**src/rtl/uart_tx.sv**
```systemverilog
// uart_tx: 8N1 UART transmitter paced by the shared 16x oversampling tick.
// Define UART_TX_PARITY_EN to insert an even-parity bit between data and stop.
module uart_tx #(
  parameter int DBIT    = 8,
  parameter int SB_TICK = 16
) (
  input  logic            clk,
  input  logic            reset,
  input  logic            s_tick,
  input  logic            tx_start,
  input  logic [DBIT-1:0] tx_dato_in,
  output logic            tx,
  output logic            tx_done
);

  // state  | meaning
  // IDLE   | line high, waiting for tx_start with tx_done low
  // START  | start bit (low), 16 ticks
  // DATA   | data bits LSB first, 16 ticks each
  // PARITY | even parity of the captured word, 16 ticks (parity builds only)
  // STOP   | stop bit (high), SB_TICK ticks, then tx_done pulse
  localparam logic [2:0] ST_IDLE   = 3'd0;
  localparam logic [2:0] ST_START  = 3'd1;
  localparam logic [2:0] ST_DATA   = 3'd2;
  localparam logic [2:0] ST_STOP   = 3'd3;
`ifdef UART_TX_PARITY_EN
  localparam logic [2:0] ST_PARITY = 3'd4;
  localparam logic [2:0] ST_AFTER_DATA = ST_PARITY;
`else
  localparam logic [2:0] ST_AFTER_DATA = ST_STOP;
`endif

  // Tick counter must also hold SB_TICK-1 for 1.5/2 stop-bit settings.
  localparam int SW = (SB_TICK > 16) ? $clog2(SB_TICK) : 4;
  localparam int NW = (DBIT > 1) ? $clog2(DBIT) : 1;

  localparam logic [SW-1:0] S_BIT_LAST  = SW'(15);
  localparam logic [SW-1:0] S_STOP_LAST = SW'(SB_TICK - 1);
  localparam logic [NW-1:0] N_LAST      = NW'(DBIT - 1);

  logic [2:0]      state;
  logic [SW-1:0]   s;
  logic [NW-1:0]   n;
  logic [DBIT-1:0] b;
  logic            tx_next;
`ifdef UART_TX_PARITY_EN
  logic            par;
`endif

  // tx is registered from the current state, so it trails the state by one clock.
  always_comb begin
    tx_next = 1'b1;
    case (state)
      ST_START:  tx_next = 1'b0;
      ST_DATA:   tx_next = b[0];
`ifdef UART_TX_PARITY_EN
      ST_PARITY: tx_next = par;
`endif
      default:   tx_next = 1'b1;
    endcase
  end

  always_ff @(posedge clk) begin
    if (reset) begin
      state   <= ST_IDLE;
      s       <= '0;
      n       <= '0;
      b       <= '0;
      tx      <= 1'b1;
      tx_done <= 1'b0;
`ifdef UART_TX_PARITY_EN
      par     <= 1'b0;
`endif
    end else begin
      tx      <= tx_next;
      tx_done <= 1'b0;
      case (state)
        ST_IDLE: begin
          // Ignoring requests during tx_done lets a holding upstream release cleanly.
          if (tx_start && !tx_done) begin
            b     <= tx_dato_in;
            s     <= '0;
            state <= ST_START;
`ifdef UART_TX_PARITY_EN
            par   <= ^tx_dato_in;
`endif
          end
        end
        ST_START: begin
          if (s_tick) begin
            if (s == S_BIT_LAST) begin
              s     <= '0;
              n     <= '0;
              state <= ST_DATA;
            end else begin
              s <= s + 1'b1;
            end
          end
        end
        ST_DATA: begin
          if (s_tick) begin
            if (s == S_BIT_LAST) begin
              s <= '0;
              b <= b >> 1;
              if (n == N_LAST) state <= ST_AFTER_DATA;
              else             n     <= n + 1'b1;
            end else begin
              s <= s + 1'b1;
            end
          end
        end
`ifdef UART_TX_PARITY_EN
        ST_PARITY: begin
          if (s_tick) begin
            if (s == S_BIT_LAST) begin
              s     <= '0;
              state <= ST_STOP;
            end else begin
              s <= s + 1'b1;
            end
          end
        end
`endif
        ST_STOP: begin
          if (s_tick) begin
            if (s == S_STOP_LAST) begin
              s       <= '0;
              state   <= ST_IDLE;
              tx_done <= 1'b1;
            end else begin
              s <= s + 1'b1;
            end
          end
        end
        default: begin
          state <= ST_IDLE;
          s     <= '0;
        end
      endcase
    end
  end

endmodule
```
**config.mk**
```make
export PLATFORM = sky130hd
export DESIGN_NAME = uart_tx
export DESIGN_NICKNAME = d
export VERILOG_FILES = /design/src/rtl/uart_tx.sv
export SDC_FILE = /design/constraint.sdc
export NUM_CORES = 1
export LEC_CHECK = 0
export BUFFER_PORTS_ARGS = -buffer_cell sky130_fd_sc_hd__buf_2
export CORE_UTILIZATION = 60
export DETAILED_ROUTE_END_ITERATION = 6
export PLACE_DENSITY = 0.82
export REMOVE_ABC_BUFFERS = 1
export SLEW_MARGIN = 25
export SYNTH_ARGS = -nofsm -noshare
export SYNTH_HDL_FRONTEND = slang
export SYNTH_SLANG_ARGS = --single-unit
export TNS_END_PERCENT = 10
```
**constraint.sdc**
```tcl
create_clock -name clk -period 3 [get_ports clk]
set_clock_uncertainty 0.1 [all_clocks]
set_input_delay 0.3 -clock clk [delete_from_list [all_inputs] [get_ports clk]]
set_output_delay 0.3 -clock clk [all_outputs]
set_load 0.05 [all_outputs]
```
==> flow_metrics.tcl <==
set metrics [dict create \
    fin_nets 152 \
    initial_core_util_pct 64.7 \
    power_mw 1.05 \
    synth_top_area_share_pct 34.0 \
    grt_pass1_vias 760 \
    viasPerCell 5.84 \
    slowest_stage "ha_1" \
    syn-mean-instance-area_um2 9.39 \
    clockBufferDepth 2 \
    gp_congestion 0.787 \
    synth_top_area_cell "dfxtp_1" \
    cp-start-kind "flop" \
    htree_num_levels 1 \
    synth-edff-count 0 \
    clk_pin_slew_worst_paths_ns 0.12 \
    wl_per_cell_um 13.2 \
    worstPathCellList "inv_1 -> ha_1 -> nor3_1 -> o22ai_1 -> a221oi_2 -> mux2i_1" \
    grt_overflow_total 0 \
    grt.total_usage_pct 22.6 \
    antennaDiodeCount 0 \
    critPathKind "reg -> reg" \
    num_rows 15 \
    cts_resized 0 \
    rsz0062_at_grt "no" \
    hold_ws_ns 0.121 \
    slew_violations 0 \
    cts_made_buffers 3 \
    wl_mm 2.03 \
    drt_iter0_drc 7 \
    tightestPinTransition_ns 0.715 \
    syn_area_mm2 0.00112 \
    ys_seq_elements 19 \
    final_cells 154 \
    cts_hold_buf 0 \
    ys_types 33 \
    first_pass_iters 4 \
    relSlewSlack_pct 52.3 \
    crit_family "adder cells" \
    die_h_um 45.2 \
    cap_violations 0 \
    crit_path_max_fanout 16 \
    cts_tree "built" \
    antenna_found_initial 0 \
    min_path_type "in -> reg" \
    finalSetupViolations 0 \
    synth-simple-area-share_pct 16.8 \
    synth_top_cells_by_count "dfxtp_1, a21oi_1, mux2i_1, ha_1" \
    routed-via-count 899 \
    outcome "finished clean" \
    port_buffers 13 \
    dp.cells 150 \
    synth_cells 119 \
    postCtsSetupRepairBufs 0 \
    fmax_mhz 484 \
    postRouteAntennaNets 0 \
    syn_to_final_growth_pct 7.06 \
    ios 14 \
    async_flop_share_pct 0 \
    grt_max_degree 23 \
    synth_xor_area_share_pct 0 \
    tns_ns 0 \
    leakage_nw 0.465 \
    cp_num_buf_inv 1 \
    root_buffer "clkbuf_4" \
    cpPeakStageDelay_ns 0.46 \
    synthAdderAreaFrac_pct 11.2 \
    critPathCaptureType "flop" \
    dieArea_mm2 0.00204 \
    synth_top_family_by_area "compound AO/OA/AOI/OAI gates" \
    grt_pass1_wl_mm 3.26 \
    drive_gt1_share_pct 17.8 \
    arrival_ns 2.21 \
    yosys-top-cells-area "dfxtp_1, ha_1, mux2i_1, a21oi_1, a311oi_1" \
    dp_hpwl_mm 1.43 \
    drc 0 \
    fin_crit_ns 2.07 \
    synth-compound-area-share_pct 22.1 \
    cts_sinks 19 \
    core_area_mm2 0.00173 \
    insertion_delay_ns 0.31 \
    yosysMostFrequentCell "dfxtp_1" \
    seq_area_frac_synth_pct 34.0 \
    die-width_um 45.2 \
    hold_violations 0 \
    synth.area.mux_share_pct 9.85 \
    p_per_area_mw_per_mm2 875 \
    vdd_ir_drop_max_mv 0.546 \
    synth_warnings 0 \
    timing.final.crit_share_pct 68.9 \
    yosys_most_used_dff "dfxtp_1" \
    worstPathRequired_ns 3.15 \
]
registers in the layout (all words and copies together), names as in the netlist:
register	count
s	4
tx	1
b	8
tx_done	1
state	2
n	3
routing by layer:
layer  wire (um)  global-route usage (%)  up-vias
met4          48                    12.7        0
met5           0                       0        -
met2         940                    36.8        8
met1        1010                    27.5      426
met3          31                    4.80        4
li1            -                       -      461
layout make-up:
| cell class | count | area [um2] |
|---|---|---|
| multi-input cells | 87 | 669 |
| fillers | 157 | 531 |
| flip-flops and latches | 19 | 380 |
| repair buffers | 13 | 65.1 |
| well taps | 25 | 31.3 |
| clock buffers | 3 | 22.5 |
| inverters | 6 | 22.5 |
| clock inverters | 1 | 5.00 |
report_power, final:
group | total (mW) | switching [mW] | internal (mW) | leakage (nW)
clock | 0.138 | 0.0880 | 0.0498 | 0.0177
combinational | 0.542 | 0.321 | 0.221 | 0.291
sequential | 0.367 | 0.0442 | 0.323 | 0.156
total | 1.05 | 0.453 | 0.594 | 0.465
worst paths after layout:
check	from	end	slack, ns	cells after the start
min	tx_dato_in[7]	b[7]	0.12	2
max reg2reg	state[0]	state[1]	0.93	6
max	state[0]	state[1]	0.93	6
min reg2reg	n[1]	n[1]	0.39	2
metrics by stage:
stage	util, %	setup slack [ns]	area [um2]
after global placement	67.7	1.05	1170
after floorplan	-	1.17	1070
after global routing	69.3	0.716	1200
final	69.3	0.933	1200
after detailed placement	67.7	0.937	1170
after CTS	69.3	0.913	1200
cell usage in the layout, fill, tap and decap left out:
cell type  netlist  routed
nand2b_4         1       1
clkbuf_4         0       3
nor2b_1          2       2
a221oi_2         1       1
dfxtp_1         19      19
inv_1            6       6
o2bb2ai_2        1       1
o31ai_1          1       1
nand3b_1         1       1
ha_1            10      10
nand2_1          4       4
nand4_1          2       2
nand2b_1         5       5
nand3_1          2       2
a21oi_2          1       1
o22ai_1          1       1
buf_2            3      13
o21ai_0          6       6
o22ai_2          1       1
a21oi_1         13      13
nor3b_1          1       1
a311oi_2         1       1
mux2i_1         11      11
o31a_1           1       1
nor2_1           6       6
a41o_1           1       1
clkinv_2         0       1
and3_1           1       1
nor3_1           3       3
or4b_1           1       1
or4_1            2       2
nand4b_1         1       1
a311oi_1         6       6
worst reg2reg max path, delay by kind of cell, from the launching register on:
| family | cells | cell delay [ns] |
|---|---|---|
| compound gates | 2 | 0.40 |
| fa+ha+maj | 1 | 0.46 |
| buf+inv | 1 | 0.12 |
| flops | 1 | 0.43 |
| mux | 1 | 0.23 |
| simple gates | 1 | 0.27 |
logic make-up after synthesis:
family,Yosys count
compound gates,34
simple gates,32
flops,19
buf+inv,13
mux,11
fa+ha+maj,10
No activity file was read; power rests on OpenSTA's default activity.
